## src/rtl/pwm_duty_meter_pkg.sv

```systemverilog
// Shared definitions for the PWM duty meter: FSM encoding, band codes and
// band thresholds. The PWM generator and the LCD path use the same band codes.
package pwm_duty_meter_pkg;

  typedef enum logic [1:0] {
    ST_IDLE = 2'd0,
    ST_ARM  = 2'd1,
    ST_HIGH = 2'd2,
    ST_LOW  = 2'd3
  } meter_state_e;

  typedef enum logic [1:0] {
    BAND_20  = 2'd0,
    BAND_50  = 2'd1,
    BAND_80  = 2'd2,
    BAND_OFF = 2'd3
  } band_e;

  localparam logic [6:0] BAND_TH_OFF = 7'd10;
  localparam logic [6:0] BAND_TH_50  = 7'd35;
  localparam logic [6:0] BAND_TH_80  = 7'd65;
  localparam logic [6:0] DUTY_MAX    = 7'd100;

  // Boundary values belong to the higher band.
  function automatic band_e band_of(input logic [6:0] duty);
    if (duty < BAND_TH_OFF)     band_of = BAND_OFF;
    else if (duty < BAND_TH_50) band_of = BAND_20;
    else if (duty < BAND_TH_80) band_of = BAND_50;
    else                        band_of = BAND_80;
  endfunction

endpackage

```

## src/rtl/pwm_duty_meter_div.sv

```systemverilog
// Sequential restoring divider: one quotient bit per cycle, CNT_W+7 cycles.
// done pulses for one cycle with the final quotient; abort drops the divide.
module pwm_div #(
  parameter int CNT_W = 16
) (
  input  logic               clk,
  input  logic               rst,
  input  logic               start,
  input  logic               abort,
  input  logic [CNT_W+6:0]   dividend,
  input  logic [CNT_W-1:0]   divisor,
  output logic               busy,
  output logic               done,
  output logic [CNT_W+6:0]   quotient
);

  localparam int DW = CNT_W + 7;
  localparam int CW = $clog2(DW + 1);

  logic [CNT_W-1:0] r_rem;
  logic [DW-1:0]    r_quo;
  logic [CNT_W-1:0] r_dvs;
  logic [CW-1:0]    r_cnt;
  logic             r_busy;
  logic             r_done;

  logic [CNT_W:0]   w_shift;
  logic [CNT_W+1:0] w_diff;
  logic [CNT_W-1:0] w_rem_nx;
  logic             w_bit;

  // One restoring step: shift in the next dividend bit, subtract if it fits.
  always_comb begin
    w_shift  = {r_rem, r_quo[DW-1]};
    w_diff   = {1'b0, w_shift} - {2'b00, r_dvs};
    w_bit    = ~w_diff[CNT_W+1];
    w_rem_nx = w_bit ? w_diff[CNT_W-1:0] : w_shift[CNT_W-1:0];
  end

  // Iteration control; the remainder never exceeds the divisor width.
  always_ff @(posedge clk or negedge rst) begin
    if (!rst) begin
      r_rem  <= '0;
      r_quo  <= '0;
      r_dvs  <= '0;
      r_cnt  <= '0;
      r_busy <= 1'b0;
      r_done <= 1'b0;
    end else begin
      r_done <= 1'b0;
      if (abort) begin
        r_busy <= 1'b0;
        r_cnt  <= '0;
      end else if (r_busy) begin
        r_rem <= w_rem_nx;
        r_quo <= {r_quo[DW-2:0], w_bit};
        r_cnt <= r_cnt - CW'(1);
        if (r_cnt == CW'(1)) begin
          r_busy <= 1'b0;
          r_done <= 1'b1;
        end
      end else if (start) begin
        r_quo  <= dividend;
        r_rem  <= '0;
        r_dvs  <= divisor;
        r_cnt  <= CW'(DW);
        r_busy <= 1'b1;
      end
    end
  end

  assign busy     = r_busy;
  assign done     = r_done;
  assign quotient = r_quo;

endmodule

```

## src/rtl/pwm_duty_meter.sv

```systemverilog
// PWM receive-side meter: period, high time, duty percent and humidity band.
// Counts rise-to-rise in clk cycles, divides hi*100/period in a sequential
// divider, and reports a stuck line after TIMEOUT cycles without an edge.
module pwm_duty_meter
  import pwm_duty_meter_pkg::*;
#(
  parameter int CNT_W       = 16,
  parameter int TIMEOUT     = 50000,
  parameter int SYNC_STAGES = 2
) (
  input  logic             clk,
  input  logic             rst,
  input  logic             enable,
  input  logic             pwm_in,
  output logic [CNT_W-1:0] period,
  output logic [CNT_W-1:0] high_time,
  output logic [6:0]       duty_pct,
  output logic [1:0]       band,
  output logic             meas_valid,
  output logic             stuck,
  output logic             overrun
);

  localparam int DW = CNT_W + 7;

  logic [SYNC_STAGES-1:0] r_sync;
  logic                   r_prev;
  logic                   w_lvl, w_rise, w_fall;

  meter_state_e     r_state, w_state_nx;
  logic [CNT_W-1:0] r_cnt, w_cnt_nx;
  logic [CNT_W-1:0] r_hi, w_hi_nx;
  logic             w_meas_done, w_timeout, w_to_lvl;

  logic [CNT_W-1:0] r_lat_per, r_lat_hi;
  logic             w_div_start, w_div_busy, w_div_done;
  logic [DW-1:0]    w_dividend, w_quo;
  logic [6:0]       w_duty;

  logic [CNT_W-1:0] r_period, r_high;
  logic [6:0]       r_duty;
  band_e            r_band;
  logic             r_valid, r_stuck, r_overrun;

  // Synchronizer plus one edge-detect register; edges are unfiltered.
  always_ff @(posedge clk or negedge rst) begin
    if (!rst) begin
      r_sync <= '0;
      r_prev <= 1'b0;
    end else begin
      r_sync <= {r_sync[SYNC_STAGES-2:0], pwm_in};
      r_prev <= r_sync[SYNC_STAGES-1];
    end
  end

  assign w_lvl  = r_sync[SYNC_STAGES-1];
  assign w_rise = w_lvl & ~r_prev;
  assign w_fall = ~w_lvl & r_prev;

  // FSM state, running count and captured high time.
  always_ff @(posedge clk or negedge rst) begin
    if (!rst) begin
      r_state <= ST_IDLE;
      r_cnt   <= '0;
      r_hi    <= '0;
    end else begin
      r_state <= w_state_nx;
      r_cnt   <= w_cnt_nx;
      r_hi    <= w_hi_nx;
    end
  end

  // Next state; an edge beats a timeout in the same cycle, and the count is
  // restarted before it can reach TIMEOUT+1, so it never wraps.
  always_comb begin
    w_state_nx  = r_state;
    w_cnt_nx    = r_cnt;
    w_hi_nx     = r_hi;
    w_meas_done = 1'b0;
    w_timeout   = 1'b0;
    w_to_lvl    = w_lvl;
    if (!enable) begin
      w_state_nx = ST_IDLE;
      w_cnt_nx   = '0;
    end else begin
      case (r_state)
        ST_IDLE: begin
          w_state_nx = ST_ARM;
          w_cnt_nx   = '0;
        end
        ST_ARM: begin
          if (w_rise) begin
            w_state_nx = ST_HIGH;
            w_cnt_nx   = CNT_W'(1);
          end else if (r_cnt == CNT_W'(TIMEOUT)) begin
            w_timeout  = 1'b1;
            w_state_nx = ST_ARM;
            w_cnt_nx   = '0;
          end else begin
            w_cnt_nx = r_cnt + CNT_W'(1);
          end
        end
        ST_HIGH: begin
          if (w_fall) begin
            w_hi_nx    = r_cnt;
            w_state_nx = ST_LOW;
            w_cnt_nx   = r_cnt + CNT_W'(1);
          end else if (r_cnt == CNT_W'(TIMEOUT)) begin
            w_timeout  = 1'b1;
            w_to_lvl   = 1'b1;
            w_state_nx = ST_ARM;
            w_cnt_nx   = '0;
          end else begin
            w_cnt_nx = r_cnt + CNT_W'(1);
          end
        end
        ST_LOW: begin
          if (w_rise) begin
            w_meas_done = 1'b1;
            w_state_nx  = ST_HIGH;
            w_cnt_nx    = CNT_W'(1);
          end else if (r_cnt == CNT_W'(TIMEOUT)) begin
            w_timeout  = 1'b1;
            w_to_lvl   = 1'b0;
            w_state_nx = ST_ARM;
            w_cnt_nx   = '0;
          end else begin
            w_cnt_nx = r_cnt + CNT_W'(1);
          end
        end
        default: begin
          w_state_nx = ST_IDLE;
          w_cnt_nx   = '0;
        end
      endcase
    end
  end

  assign w_div_start = w_meas_done & ~w_div_busy;
  assign w_dividend  = DW'(r_hi) * DW'(100);
  assign w_duty      = (w_quo > DW'(DUTY_MAX)) ? DUTY_MAX : w_quo[6:0];

  pwm_div #(.CNT_W(CNT_W)) u_div (
    .clk      (clk),
    .rst      (rst),
    .start    (w_div_start),
    .abort    (~enable),
    .dividend (w_dividend),
    .divisor  (r_cnt),
    .busy     (w_div_busy),
    .done     (w_div_done),
    .quotient (w_quo)
  );

  // Result publishing; operands are latched at divider start so a new
  // measurement in the done cycle cannot blend into the published result.
  always_ff @(posedge clk or negedge rst) begin
    if (!rst) begin
      r_lat_per <= '0;
      r_lat_hi  <= '0;
      r_period  <= '0;
      r_high    <= '0;
      r_duty    <= '0;
      r_band    <= BAND_20;
      r_valid   <= 1'b0;
      r_stuck   <= 1'b0;
      r_overrun <= 1'b0;
    end else begin
      r_valid <= 1'b0;
      if (w_timeout) begin
        r_period <= CNT_W'(TIMEOUT);
        r_high   <= w_to_lvl ? CNT_W'(TIMEOUT) : '0;
        r_duty   <= w_to_lvl ? DUTY_MAX : 7'd0;
        r_band   <= w_to_lvl ? BAND_80 : BAND_OFF;
        r_stuck  <= 1'b1;
        r_valid  <= 1'b1;
      end else if (w_div_done && enable) begin
        r_period <= r_lat_per;
        r_high   <= r_lat_hi;
        r_duty   <= w_duty;
        r_band   <= band_of(w_duty);
        r_stuck  <= 1'b0;
        r_valid  <= 1'b1;
      end
      if (w_div_start) begin
        r_lat_per <= r_cnt;
        r_lat_hi  <= r_hi;
      end
      if (w_meas_done && w_div_busy) r_overrun <= 1'b1;
    end
  end

  assign period     = r_period;
  assign high_time  = r_high;
  assign duty_pct   = r_duty;
  assign band       = r_band;
  assign meas_valid = r_valid;
  assign stuck      = r_stuck;
  assign overrun    = r_overrun;

endmodule

```

## config.mk

```make
export PLATFORM = sky130hd
export DESIGN_NAME = pwm_duty_meter
export DESIGN_NICKNAME = d
export VERILOG_FILES = /design/src/rtl/pwm_duty_meter_pkg.sv /design/src/rtl/pwm_duty_meter_div.sv /design/src/rtl/pwm_duty_meter.sv
export SDC_FILE = /design/constraint.sdc
export NUM_CORES = 1
export LEC_CHECK = 0
export BUFFER_PORTS_ARGS = -buffer_cell sky130_fd_sc_hd__buf_4
export CELL_PAD_IN_SITES_DETAIL_PLACEMENT = 1
export CELL_PAD_IN_SITES_GLOBAL_PLACEMENT = 1
export CORE_ASPECT_RATIO = 1.1
export CORE_MARGIN = 4
export CORE_UTILIZATION = 24
export CTS_BUF_LIST = sky130_fd_sc_hd__clkbuf_8 sky130_fd_sc_hd__clkbuf_16
export CTS_CLUSTER_SIZE = 20
export DETAILED_ROUTE_END_ITERATION = 7
export PLACE_DENSITY_LB_ADDON = 0.1
export SYNTH_ARGS = -nofsm -noshare
export SYNTH_HDL_FRONTEND = slang
export SYNTH_SLANG_ARGS = --single-unit
```

## constraint.sdc

```tcl
create_clock -name clk -period 3.9 [get_ports clk]
set_clock_uncertainty 0.05 [all_clocks]
set_input_delay 0.195 -clock clk [delete_from_list [all_inputs] [get_ports clk]]
set_output_delay 0.195 -clock clk [all_outputs]
set_load 0.01 [all_outputs]
```

[After elaboration in Yosys (flattened, before gate mapping)]
Index checks and enable logic that the tools add are counted.
Operators by class
  multiplexer cells: 58
  equality and inequality tests: 6
  multiply operators: 1
  bitwise gates (word level): 7
  add/sub/neg operators: 3
  $lt $le $gt $ge: 4
  reduce and logical (&&, ||, !) cells: 9
Operator list (number)
  $mux 16: 12
  $pmux 16 s3: 1
  $mux 23: 2
  $mux 7: 4
  $mux 1: 24
  $gt 23x7->1 const B: 1
  $mul 16x5->21 const B: 1
  $mux 2: 9
  $sub 17x16->18: 1
  $add 16x1->16 const B: 1
  $eq 16x16->1 const B: 1
  $mux 5: 3
  $lt 7x4->1 const B: 1
  $lt 7x6->1 const B: 1
  $lt 7x7->1 const B: 1
  $pmux 2 s3: 1
  $reduce_and 3->1: 2
  $eq 5x1->1 const B: 1
  $sub 5x1->5 const B: 1
  $eq 2x2->1 const B: 2
  $not 1->1: 4
  $pmux 1 s2: 2
  $reduce_bool 2->1: 2
  $and 1x1->1: 3
  6 further kinds: 7
Storage, ports and cells
  bits of input ports: 4
  output and inout bits: 44
  word-level logic and storage cells: 108
  flip-flop bits (word level): 175

[Longest topological paths before layout]
Gate-level depths: netlist of the first run.
  depth after elaboration: 9
  mapped depth: 13
  depth with buffers taken out: 13

[Modules after synthesis]
From an unflattened synthesis of the first run, not the netlist that was laid out.
Unflattened totals
  cells, all modules: 997
  area, all modules: 9830.7 um^2
By module, submodules not included
  pwm_duty_meter: cells each 622, instances 1, area an instance 6363.6 um^2, seq. area each 2827.7 um^2
  pwm_div: cells each 375, instances 1, area an instance 3467.1 um^2, seq. area each 1551.5 um^2

[Least setup slack after synthesis of the first run]
OpenSTA, ideal clock, no wires.
  path kind: reg2reg
  start: reg r_hi[2]
  end: reg u_div.r_quo[19] (netlist: u_div.quotient[19])
  clock period less this slack: 3.290 ns
  buffers on the path: 0
  library setup time: 0.137 ns
  data required time: 3.713 ns
  slack: 0.610 ns
  stages on the path, launching flop included: 12
  arrival: 3.103 ns
  cell sequence: dfrtp_1 > ha_1 > ha_1 > fa_1 > ha_1 > o21ai_0 > nor3_1 > o41ai_2 > o21bai_1 > o31ai_1 > xor2_1 > a21oi_1
Between the ends
  word-level cells in the longest chain between the ends: 3
Ends and longest elaborated chain
  start: declaration: RTL line pwm_duty_meter.sv:32  | logic [CNT_W-1:0] r_hi, w_hi_nx;
  start signal: assignment: RTL line pwm_duty_meter.sv:69  | r_hi <= w_hi_nx;
  $mul 16x5->21: RTL line pwm_duty_meter.sv:140  | assign w_dividend = DW'(r_hi) * DW'(100);
  $mux 23: RTL line pwm_duty_meter_div.sv:62  | end else if (start) begin
  $mux 23: RTL line pwm_duty_meter_div.sv:54  | end else if (r_busy) begin
  end signal: assignment: RTL line pwm_duty_meter_div.sv:56  | r_quo <= {r_quo[DW-2:0], w_bit};
  end signal: assignment: RTL line pwm_duty_meter_div.sv:63  | r_quo <= dividend;
  end: declaration: RTL line pwm_duty_meter_div.sv:21  | logic [DW-1:0] r_quo;
No other way between the ends. The select of a mux whose other input is x is not followed.
A chain may end at the register's enable or synchronous reset.

[Final worst setup path of the first run]
Ends and elaborated chain as after synthesis.

==> impl_summary.log, run 1 <==
INFO  metric worstHoldPathType = input port to flop
INFO  metric initial_utilization = 24.49%
INFO  metric power_per_cell_area = 386.6 nW/µm²
INFO  metric globalRouteTotalUtil = 13.87%
INFO  metric worst_r2r_startpoint = r_hi[2]
INFO  metric p_int = 3133 µW
INFO  metric layout_common_cells = sky130_fd_sc_hd__nand2_1, sky130_fd_sc_hd__dfrtp_1, sky130_fd_sc_hd__a21oi_1
INFO  metric r2r_cells = 11
INFO  metric routed-wl-met2 = 13500 µm
INFO  metric grt_first_pass_wirelength = 46710 µm
INFO  metric detail_route.vias_per_cell = 4.623
INFO  metric reg2reg_slack = 0.28 ns
INFO  metric crit_top_cell = sky130_fd_sc_hd__ha_1
INFO  metric max_cap_viol_count = 0
INFO  metric maxSlewViolCount = 0
INFO  metric arrival = 3.89 ns
INFO  metric die_width = 199.6 µm
INFO  metric cts-buffers-inserted = 17
INFO  metric layout-drive-gt1-share = 11.51%
INFO  metric worst_skew_pair.late_latency = 0.46 ns
INFO  metric area_growth = 16.57%
INFO  metric timing.critical_path.slowest_cell_delay = 0.46 ns
INFO  metric path_cells = ha_1 > ha_1 > fa_1 > ha_1 > o21ai_0 > nor3_1 > o41ai_2 > o21bai_1 > o31ai_1 > xor2_1 > a21oi_1
INFO  metric post-route-drc-count = 0
INFO  metric syn-mean-instance-area = 9.158 µm²
INFO  metric highest_layer = met4
INFO  metric seqPwrFrac = 46.8%
INFO  metric setup_violations = 0
INFO  metric detail-route-antenna-nets = 0
INFO  metric core = 39560 µm²
INFO  metric power.share.switching = 28.25%
INFO  metric worst_slew_margin_rel = 34.82%
INFO  metric vdd_drop_max = 0.2602 mV
INFO  metric leading_cell_type_in_the_layout_fill_and_taps_excluded = sky130_fd_sc_hd__nand2_1
INFO  metric yosysWarnings = 0
INFO  metric post_synth_num_cell_types = 67
INFO  metric worst_r2r_endpoint = u_div.quotient[19]
INFO  metric clock_pin_slew_reported_for_the_worst_setup_and_hold_paths_after_clock_tree_synthesis = 0.07 ns
INFO  metric antennaDiodeCount = 0
INFO  metric setup_tns = 0 ns
INFO  metric routed_wire_per_std_cell = 17.90 µm
INFO  metric timing_worst_slew_pin_value = 0.9726 ns
INFO  metric p_switching = 1234 µW
INFO  metric crit_type = flop to flop
INFO  metric status = finished, final reports clean
INFO  metric dr_total_vias = 7485
INFO  metric pwr-share-comb = 9.9%
INFO  metric gp_routability_congestion = 0.7527
INFO  metric critical_path_peak_fanout = 5
INFO  metric via_count_of_the_first_global_routing_pass = 7912
INFO  metric detail_route.iter0.violations = 286
INFO  metric critical_path.slowest_cell = sky130_fd_sc_hd__fa_1
INFO  metric finalHoldViolCount = 0
INFO  metric synth_nets = 1147
INFO  metric start_kind = flop
INFO  metric die_height = 218.7 µm
INFO  metric async_reset_ff_share = 100.0%
INFO  metric tritoncts_num_sinks = 175
INFO  metric cp-end-kind = flop
INFO  metric min_delay_worst_endpoint = u_div.r_cnt[0]
INFO  metric rsz0062_at_grt = false
INFO  metric die_area = 43650 µm²
INFO  metric post_cts_setup_buffer_count = 0
INFO  metric fmax = 276.2 MHz
INFO  metric port_buffers = 47
INFO  metric wp_data_required = 4.17 ns
INFO  metric syn-cell-area = 9689 µm²
INFO  metric place.detailed.hpwl = 21030 µm
INFO  metric nNetsFinal = 1188
INFO  metric postSynthRegisterBits = 175
INFO  metric synth_sequential_area_ratio = 45.20%
INFO  metric min_period = 3.621 ns
INFO  metric static-leakage-power = 0.005619 µW
INFO  metric rows = 76
INFO  metric post_synth_edffs = 0
INFO  metric route.met3.wl = 400 µm
INFO  metric routedLengthMet1 = 14610 µm
INFO  metric tritoncts_clock_tree = done
INFO  metric timing.hold.worst.start = enable
INFO  metric grt_overflow_total = 0
INFO  metric synthesis.instances = 1058
INFO  metric wl = 28980 µm
INFO  metric h-tree-depth = 4
INFO  metric grt_start_max_net_pins = 75
INFO  metric detailedRoute.firstPassIterationCount = 4
INFO  metric ys.flop_type = sky130_fd_sc_hd__dfrtp_1
INFO  metric floorplan.io_pins = 48
INFO  metric hold_path_depth = 3
INFO  metric max-clock-path-buffers = 2
INFO  metric min_period_over_period = 92.85%
INFO  metric share_clk_of_total_power = 43.3%
INFO  metric cts-root-buf = sky130_fd_sc_hd__clkbuf_16
INFO  metric finished_core_util = 28.55%
INFO  metric grt_antenna_before_repair = 0
==> state kept, by name, summed over array words and instances (netlist names), 2 cells and up <==
register / count
band: 2
duty_pct: 7
high_time: 16
period: 16
r_cnt: 16
r_hi: 16
r_lat_hi: 16
r_lat_per: 16
r_state: 2
r_sync: 2
u_div.quotient: 23
u_div.r_cnt: 5
u_div.r_dvs: 16
u_div.r_rem: 16
==> cells in the mapped netlist, types with 17 or more instances <==
cell | count | area, µm²
sky130_fd_sc_hd__nand2_1 | 197 | 739.5
sky130_fd_sc_hd__dfrtp_1 | 175 | 4379
sky130_fd_sc_hd__a21oi_1 | 87 | 435.4
sky130_fd_sc_hd__inv_1 | 78 | 292.8
sky130_fd_sc_hd__ha_1 | 73 | 913.4
sky130_fd_sc_hd__nor2_1 | 68 | 255.2
sky130_fd_sc_hd__o21ai_0 | 67 | 335.3
sky130_fd_sc_hd__nand3_1 | 52 | 260.3
sky130_fd_sc_hd__clkbuf_1 | 32 | 120.1
sky130_fd_sc_hd__xnor2_1 | 20 | 175.2
sky130_fd_sc_hd__xor2_1 | 18 | 157.7
sky130_fd_sc_hd__mux2_2 | 17 | 191.4
==> through the flow <==
stage | total power (µW) | instance area [µm²] | std cells | hold slack [ns] | setup WS [ns]
2_1_floorplan | 2329 | 9689 | 1058 | -0.1506 | 0.6102
3_3_place_gp | 2515 | 10650 | 1585 | 0.2254 | 0.2803
3_5_place_dp | 2519 | 10650 | 1585 | 0.2319 | 0.2076
4_1_cts | 4456 | 11290 | 1619 | 0.03224 | 0.1885
5_1_grt | 4594 | 11290 | 1619 | 0.06942 | 0.03037
6_report | 4367 | 11290 | 1619 | 0.05313 | 0.2789
==> how the worst max path moves through the flow <==
stage / startpoint / end / slack [ns]
final: r_hi[2] / u_div.quotient[19] / 0.28
after global routing: r_hi[2] / u_div.quotient[19] / 0.03
after CTS: r_hi[2] / u_div.quotient[19] / 0.19
after detailed placement: r_hi[2] / u_div.quotient[19] / 0.21
after global placement: r_hi[2] / u_div.quotient[19] / 0.28
after floorplan: r_hi[2] / u_div.quotient[19] / 0.61
==> logic make-up (layout without fill, tap and decap cells) <==
| logic type | after synthesis | after routing | share of synthesized area, % |
|---|---|---|---|
| muxes | 27 | 27 | 3.009 |
| adders and majority gates | 85 | 85 | 11.91 |
| and+or+nand+nor | 385 | 385 | 17.72 |
| xor gates and xnor gates | 38 | 38 | 3.435 |
| AOI/OAI and AO/OA | 226 | 226 | 13.88 |
| buffers and inverters | 122 | 176 | 4.855 |
| DFF | 175 | 175 | 45.20 |
==> layer usage <==
metal  vias to the layer above  global-route usage (%)
met2                        54                   22.22
met5                         -                       0
met3                        22                   1.819
li1                       3680                       -
met4                         0                   4.574
met1                      3729                   19.37
==> power by group through the flow <==
stage                     Clock (µW)  Sequential, µW  Combinational, µW
after detailed placement           0            2080                440
after CTS                       1970            2050                443
after global routing            2030            2060                503
after floorplan                    0            2040                292
final                           1890            2040                432
after global placement             0            2080                434
==> worst max-delay path: cells and delay by family, from the launching register on <==
family / cells / cell delay (ns)
AO/OA/AOI/OAI: 5 / 1.25
AND/OR/NAND/NOR: 1 / 0.13
adder cells (fa/ha/maj): 4 / 1.43
flip-flops: 1 / 0.43
XOR/XNOR: 1 / 0.18
==> final cells by class <==
class,count,area (µm²)
Multi-Input combinational cell,761,4845
Clock buffer,17,425.4
Inverter,79,296.5
Timing Repair Buffer,65,511.7
Sequential cell,175,4379
Tap cell,507,634.4
Fill cell,4609,28260
Clock inverter,15,202.7
==> repair_timing <==
| action | 4_1_cts | 5_1_grt |
|---|---|---|
| hold buffers | 2 | 0 |
| endpoints found under the setup margin | 0 | 1 |
| resized for setup | 0 | 0 |
| hold endpoints to repair | 69 | 0 |
No activity file was read; power rests on OpenSTA's default activity.
==> inputs of run 2 (changes only) <==
--- a/config.mk
+++ b/config.mk
@@ -11,7 +11,7 @@
 export CORE_ASPECT_RATIO = 1.1
 export CORE_MARGIN = 4
 export CORE_UTILIZATION = 24
-export CTS_BUF_LIST = sky130_fd_sc_hd__clkbuf_8 sky130_fd_sc_hd__clkbuf_16
+export CTS_BUF_LIST = sky130_fd_sc_hd__clkbuf_4
 export CTS_CLUSTER_SIZE = 20
 export DETAILED_ROUTE_END_ITERATION = 7
 export PLACE_DENSITY_LB_ADDON = 0.1
==> run 2 against run 1 <==
- routed wire length about the same
- setup slack worse by 0.023 ns
- clock-buffer cell count unchanged
- critical path depth unchanged
- register-to-register slack worse by 0.02 ns
- flip-flop and latch count unchanged
- first-iteration DRC count down 1.4%
- critical path type unchanged
- critical endpoint unchanged
==> impl_summary.log, run 2 (same netlist as run 1, synthesis figures left out) <==
INFO  metric critical_path.slowest_cell = sky130_fd_sc_hd__dfrtp_1
INFO  metric p_int = 2570 µW (-18%)
INFO  metric tritoncts_clock_tree = done
INFO  metric die_width = 199.6 µm (unchanged)
INFO  metric floorplan.io_pins = 48 (unchanged)
INFO  metric static-leakage-power = 0.005492 µW (-2.3%)
INFO  metric wl = 28960 µm (about the same)
INFO  metric worst_slew_margin_rel = 35.24% (+0.42 points)
INFO  metric layout_common_cells = sky130_fd_sc_hd__nand2_1, sky130_fd_sc_hd__dfrtp_1, sky130_fd_sc_hd__a21oi_1
INFO  metric cts_resized = 0 (unchanged)
INFO  metric vdd_drop_max = 0.1627 mV (-37%)
INFO  metric grt_overflow_total = 0 (unchanged)
INFO  metric grt_start_max_net_pins = 75 (unchanged)
INFO  metric tritoncts_num_sinks = 175 (unchanged)
INFO  metric arrival = 4.10 ns (+0.21 ns)
INFO  metric h-tree-depth = 4 (unchanged)
INFO  metric detailedRoute.firstPassIterationCount = 4 (unchanged)
INFO  metric globalRouteTotalUtil = 13.79% (-0.083 points)
INFO  metric rsz0062_at_grt = false
INFO  metric crit_top_cell = sky130_fd_sc_hd__ha_1
INFO  metric pwr-share-comb = 11.7% (+1.8 points)
INFO  metric status = finished, final reports clean
INFO  metric grt_antenna_before_repair = 1 (+1)
INFO  metric layout-drive-gt1-share = 11.50% (about the same)
INFO  metric detail_route.iter0.violations = 282 (-1.4%)
INFO  metric die_area = 43650 µm² (unchanged)
INFO  metric place.detailed.hpwl = 21030 µm (unchanged)
INFO  metric leading_cell_type_in_the_layout_fill_and_taps_excluded = sky130_fd_sc_hd__nand2_1
INFO  metric routed_wire_per_std_cell = 17.87 µm (-0.18%)
INFO  metric cts-buffers-inserted = 17 (unchanged)
INFO  metric crit_type = flop to flop
INFO  metric max_cap_viol_count = 0 (unchanged)
INFO  metric post_cts_setup_buffer_count = 0 (unchanged)
INFO  metric cp-end-kind = flop
INFO  metric path_cells = ha_1 > ha_1 > fa_1 > ha_1 > o21ai_0 > nor3_1 > o41ai_2 > o21bai_1 > o31ai_1 > xor2_1 > a21oi_1
INFO  metric worstHoldPathType = input port to async pin
INFO  metric port_buffers = 47 (unchanged)
INFO  metric timing_worst_slew_pin_value = 0.9663 ns (-0.006296 ns)
INFO  metric post-route-drc-count = 0 (unchanged)
INFO  metric finalHoldViolCount = 0 (unchanged)
INFO  metric via_count_of_the_first_global_routing_pass = 7907 (-0.063%)
INFO  metric power_per_cell_area = 338.7 nW/µm² (-12%)
INFO  metric dr_total_vias = 7485 (unchanged)
INFO  metric area_growth = 13.62%
INFO  metric fmax = 274.4 MHz (-0.63%)
INFO  metric worst_skew_pair.late_latency = 0.65 ns (+0.19 ns)
INFO  metric start_kind = flop
INFO  metric share_clk_of_total_power = 33.5% (-9.8 points)
INFO  metric detail_route.vias_per_cell = 4.618 (-0.12%)
INFO  metric clock_pin_slew_reported_for_the_worst_setup_and_hold_paths_after_clock_tree_synthesis = 0.17 ns (+0.10 ns)
INFO  metric detail-route-antenna-nets = 0 (unchanged)
INFO  metric timing.critical_path.slowest_cell_delay = 0.46 ns (about the same)
INFO  metric nNetsFinal = 1189 (+0.084%)
INFO  metric min_period_over_period = 93.43% (+0.58 points)
INFO  metric wp_data_required = 4.36 ns (+0.19 ns)
INFO  metric maxSlewViolCount = 0 (unchanged)
INFO  metric max-clock-path-buffers = 2 (unchanged)
INFO  metric power.share.switching = 31.08% (+2.8 points)
INFO  metric setup_violations = 0 (unchanged)
INFO  metric finished_core_util = 27.83% (-0.72 points)
INFO  metric largest_register_ff_count = 23 (unchanged)
INFO  metric critical_path_peak_fanout = 5 (unchanged)
INFO  metric core = 39560 µm² (unchanged)
INFO  metric die_height = 218.7 µm (unchanged)
INFO  metric initial_utilization = 24.49% (unchanged)
INFO  metric min_period = 3.644 ns (+0.02280 ns)
INFO  metric setup_tns = 0 ns (unchanged)
INFO  metric reg2reg_slack = 0.26 ns (-0.02 ns)
INFO  metric p_switching = 1159 µW (-6.1%)
INFO  metric seqPwrFrac = 54.9% (+8.1 points)
INFO  metric cts-root-buf = sky130_fd_sc_hd__clkbuf_4
INFO  metric rows = 76 (unchanged)
INFO  metric grt_first_pass_wirelength = 46560 µm (-0.31%)
INFO  metric gp_routability_congestion = 0.7527 (unchanged)
-- run 2: final timing paths --
path                           start                  to  cells after the start
hold reg to reg            r_sync[0]           r_sync[1]                      0
max in group asynchronous        rst           period[1]                      3
hold / removal                   rst  u_div.quotient[20]                      2
setup reg to reg             r_hi[2]  u_div.quotient[19]                     11
min in group clk              pwm_in           r_sync[0]                      2
setup / recovery             r_hi[2]  u_div.quotient[19]                     11
-- run 2: critical path, delay by kind of cell (launching register included) --
| family | cells | cell delay (ns) |
|---|---|---|
| AO/OA/AOI/OAI | 5 | 1.27 |
| XOR/XNOR | 1 | 0.18 |
| adder cells (fa/ha/maj) | 4 | 1.43 |
| flip-flops | 1 | 0.46 |
| AND/OR/NAND/NOR | 1 | 0.13 |
-- run 2: cell type report --
cell class / count / area, µm²
clock buffer: 17 / 127.6
sequential: 175 / 4379
clock inverter: 15 / 202.7
fill: 4641 / 28550
tap: 507 / 634.4
antenna: 1 / 2.502
inverter: 79 / 296.5
timing repair buffer: 66 / 521.8
multi-input combinational: 761 / 4845
-- run 2: power by group through the flow --
stage	Clock, µW	Combinational [µW]	Sequential (µW)
CTS	1320	444	2050
detailed placement	0	440	2080
global route	1380	503	2070
floorplan	0	292	2040
global placement	0	434	2080
finish	1250	434	2050
-- run 2: metrics by stage --
step / std cells / worst slack [ns] / area [µm²] / power (µW) / hold WS (ns)
2_1_floorplan: 1058 / 0.6102 / 9689 / 2329 / -0.1506
3_3_place_gp: 1585 / 0.2803 / 10650 / 2515 / 0.2254
3_5_place_dp: 1585 / 0.2076 / 10650 / 2519 / 0.2319
4_1_cts: 1620 / 0.1649 / 11010 / 3810 / 0.01626
5_1_grt: 1621 / 0.006635 / 11010 / 3945 / 0.06052
6_report: 1621 / 0.2561 / 11010 / 3728 / 0.03924
-- run 2: repair_timing --
| action | in CTS | in global routing |
|---|---|---|
| setup endpoints to repair | 0 | 1 |
| hold buffers | 3 | 0 |
| hold endpoints to repair | 81 | 0 |
-- run 2: metal layers --
metal  vias to the layer above  part of all wire (%)  track usage, %
li1                       3679                     -               -
met1                      3717                    50           19.32
met2                        67                    47           22.09
met3                        22                   1.6           1.927
met4                         0                   1.5           4.212
met5                         -                     0               0
==> inputs of run 3 (changes only) <==
--- a/config.mk
+++ b/config.mk
@@ -11,7 +11,7 @@
 export CORE_ASPECT_RATIO = 1.1
 export CORE_MARGIN = 4
 export CORE_UTILIZATION = 24
-export CTS_BUF_LIST = sky130_fd_sc_hd__clkbuf_4
+export CTS_BUF_LIST = sky130_fd_sc_hd__clkbuf_8
 export CTS_CLUSTER_SIZE = 20
 export DETAILED_ROUTE_END_ITERATION = 7
 export PLACE_DENSITY_LB_ADDON = 0.1
==> run 3 against run 2 <==
- sequential power barely moved
- power rose by 5.4%
- cell count did not move
- first-iteration DRC count rose by 23%
- sequential share of layout area fell by 0.38 points
- setup slack improved by 0.024 ns
- clock-buffer cell count did not move
- combinational power barely moved
- core utilization rose by 0.27 points
- flip-flop and latch count did not move
- clock power rose by 16%
- critical path type unchanged
- largest cell class unchanged
==> impl_summary.log, run 3 (same netlist as run 1, synthesis figures left out) <==
INFO  metric final_area = 11120 µm² (+0.97%)
INFO  metric dpl_cell_area = 10650 µm² (unchanged)
INFO  metric fin_worst_hold_slack = 0.1969 ns (+0.1577 ns)
INFO  metric max-clock-path-buffers = 2 (unchanged)
INFO  metric globalRouteTotalUtil = 13.84% (+0.045 points)
INFO  metric fmax = 276.3 MHz (+0.67%)
INFO  metric power_per_cell_area = 353.6 nW/µm² (+4.4%)
INFO  metric layout_common_cells = sky130_fd_sc_hd__nand2_1, sky130_fd_sc_hd__dfrtp_1, sky130_fd_sc_hd__a21oi_1
INFO  metric vdd_drop_max = 0.1931 mV (+19%)
INFO  metric area.sequential = 4379 µm² (unchanged)
INFO  metric die_area = 43650 µm² (unchanged)
INFO  metric grt_overflow_total = 0 (unchanged)
INFO  metric leading_cell_type_in_the_layout_fill_and_taps_excluded = sky130_fd_sc_hd__nand2_1
INFO  metric area_growth = 14.72%
INFO  metric worst_skew_pair.late_latency = 0.51 ns (-0.14 ns)
INFO  metric tritoncts_num_sinks = 175 (unchanged)
INFO  metric max_cap_viol_count = 0 (unchanged)
INFO  metric clock_pin_slew_reported_for_the_worst_setup_and_hold_paths_after_clock_tree_synthesis = 0.11 ns (-0.06 ns)
INFO  metric status = finished, final reports clean
INFO  metric setup_tns = 0 ns (unchanged)
INFO  metric wp_data_required = 4.21 ns (-0.15 ns)
INFO  metric die_height = 218.7 µm (unchanged)
INFO  metric grt_first_pass_wirelength = 46600 µm (about the same)
INFO  metric via_count_of_the_first_global_routing_pass = 7901 (-0.076%)
INFO  metric place.detailed.hpwl = 21030 µm (unchanged)
INFO  metric core = 39560 µm² (unchanged)
INFO  metric floorplan.io_pins = 48 (unchanged)
INFO  metric die_width = 199.6 µm (unchanged)
INFO  metric rsz0062_at_grt = false
INFO  metric finalHoldViolCount = 0 (unchanged)
INFO  metric port_buffers = 47 (unchanged)
INFO  metric min_period = 3.620 ns (-0.02407 ns)
INFO  metric largest_register_ff_count = 23 (unchanged)
INFO  metric tritoncts_clock_tree = done
INFO  metric worst_r2r_startpoint = r_hi[2]
INFO  metric start_kind = flop
INFO  metric post-route-drc-count = 0 (unchanged)
INFO  metric rows = 76 (unchanged)
INFO  metric h-tree-depth = 4 (unchanged)
INFO  metric detail_route.iter0.violations = 347 (+23%)
INFO  metric worst_slew_margin_rel = 33.97% (-1.3 points)
INFO  metric nNetsFinal = 1189 (unchanged)
INFO  metric cts-root-buf = sky130_fd_sc_hd__clkbuf_8
INFO  metric gp_routability_congestion = 0.7527 (unchanged)
INFO  metric timing_worst_slew_pin_value = 0.9853 ns (+0.01898 ns)
INFO  metric min_period_over_period = 92.82% (-0.62 points)
INFO  metric arrival = 3.93 ns (-0.17 ns)
INFO  metric dr_total_vias = 7461 (-0.32%)
INFO  metric multiInputGateArea = 4845 µm² (unchanged)
INFO  metric grt_start_max_net_pins = 75 (unchanged)
INFO  metric post_cts_setup_buffer_count = 0 (unchanged)
INFO  metric worstHoldPathType = input port to async pin
INFO  metric static-leakage-power = 0.005536 µW (+0.80%)
INFO  metric routed_wire_per_std_cell = 17.82 µm (-0.27%)
INFO  metric initial_utilization = 24.49% (unchanged)
INFO  metric fillCellCount = 4636 (-0.11%)
INFO  metric grt_antenna_before_repair = 1 (unchanged)
INFO  metric detail_route.vias_per_cell = 4.603 (-0.32%)
INFO  metric maxSlewViolCount = 0 (unchanged)
INFO  metric wl = 28880 µm (-0.27%)
INFO  metric setup_violations = 0 (unchanged)
INFO  metric cts-buffers-inserted = 17 (unchanged)
INFO  metric detail-route-antenna-nets = 0 (unchanged)
INFO  metric setup.worst_path.start = r_hi[2]
INFO  metric layout-drive-gt1-share = 11.50% (unchanged)
INFO  metric crit_type = flop to flop
INFO  metric critical_path_peak_fanout = 5 (unchanged)
INFO  metric cp-end-kind = flop
INFO  metric detailedRoute.firstPassIterationCount = 4 (unchanged)
-- run 3: cell type report --
type	instances	share of cell area, %
multi-input cells	761	43.58
inverters	79	2.668
diodes	1	0.02251
clock inverters	15	1.823
well taps	507	5.707
clock buffers	17	2.105
repair buffers	66	4.694
flip-flops and latches	175	39.40
-- run 3: worst max-delay path: stages, from the launching register on --
cell	delay [ns]
sky130_fd_sc_hd__dfrtp_1	0.44
sky130_fd_sc_hd__ha_1	0.31
sky130_fd_sc_hd__ha_1	0.31
sky130_fd_sc_hd__fa_1	0.46
sky130_fd_sc_hd__ha_1	0.35
sky130_fd_sc_hd__o21ai_0	0.29
sky130_fd_sc_hd__nor3_1	0.13
sky130_fd_sc_hd__o41ai_2	0.43
sky130_fd_sc_hd__o21bai_1	0.18
sky130_fd_sc_hd__o31ai_1	0.27
sky130_fd_sc_hd__xor2_1	0.18
sky130_fd_sc_hd__a21oi_1	0.08
-- run 3: timing repair --
item,CTS,global route
endpoints found under the setup margin,0,1
resized for setup,0,0
endpoints found under the hold margin,76,0
hold buffers,3,0
-- run 3: path summary, 6_finish.rpt --
kind / end / slack (ns) / depth (start not counted)
worst min-delay path: u_div.quotient[20] / 0.20 / 2
worst max register to register: u_div.quotient[19] / 0.28 / 11
max in group asynchronous: period[1] / 2.64 / 3
min in group clk: r_sync[0] / 0.29 / 2
worst min register to register: r_sync[1] / 0.31 / 0
worst max-delay path: u_div.quotient[19] / 0.28 / 11
-- run 3: per-stage QoR --
step | worst slack (ns) | cells | utilization (%) | total power, µW
floorplan | 0.6102 | 1058 | - | 2329
CTS | 0.1793 | 1620 | 28.09 | 4023
finish | 0.2802 | 1621 | 28.10 | 3930
global route | 0.02366 | 1621 | 28.10 | 4165
global placement | 0.2803 | 1585 | 26.91 | 2515
detailed placement | 0.2076 | 1585 | 26.91 | 2519
-- run 3: metal layers --
layer	track usage [%]	part of all wire (%)	vias to the layer above
li1	-	-	3680
met1	19.33	50	3705
met2	22.13	47	53
met3	1.912	1.3	23
met4	4.438	1.6	0
met5	0	0	-
-- run 3: report_power, final --
| part | internal (µW) | switching, µW | leakage, µW |
|---|---|---|---|
| logic | 170 | 264 | 0.00298 |
| clock network | 655 | 798 | 0.000211 |
| registers | 1930 | 111 | 0.00235 |
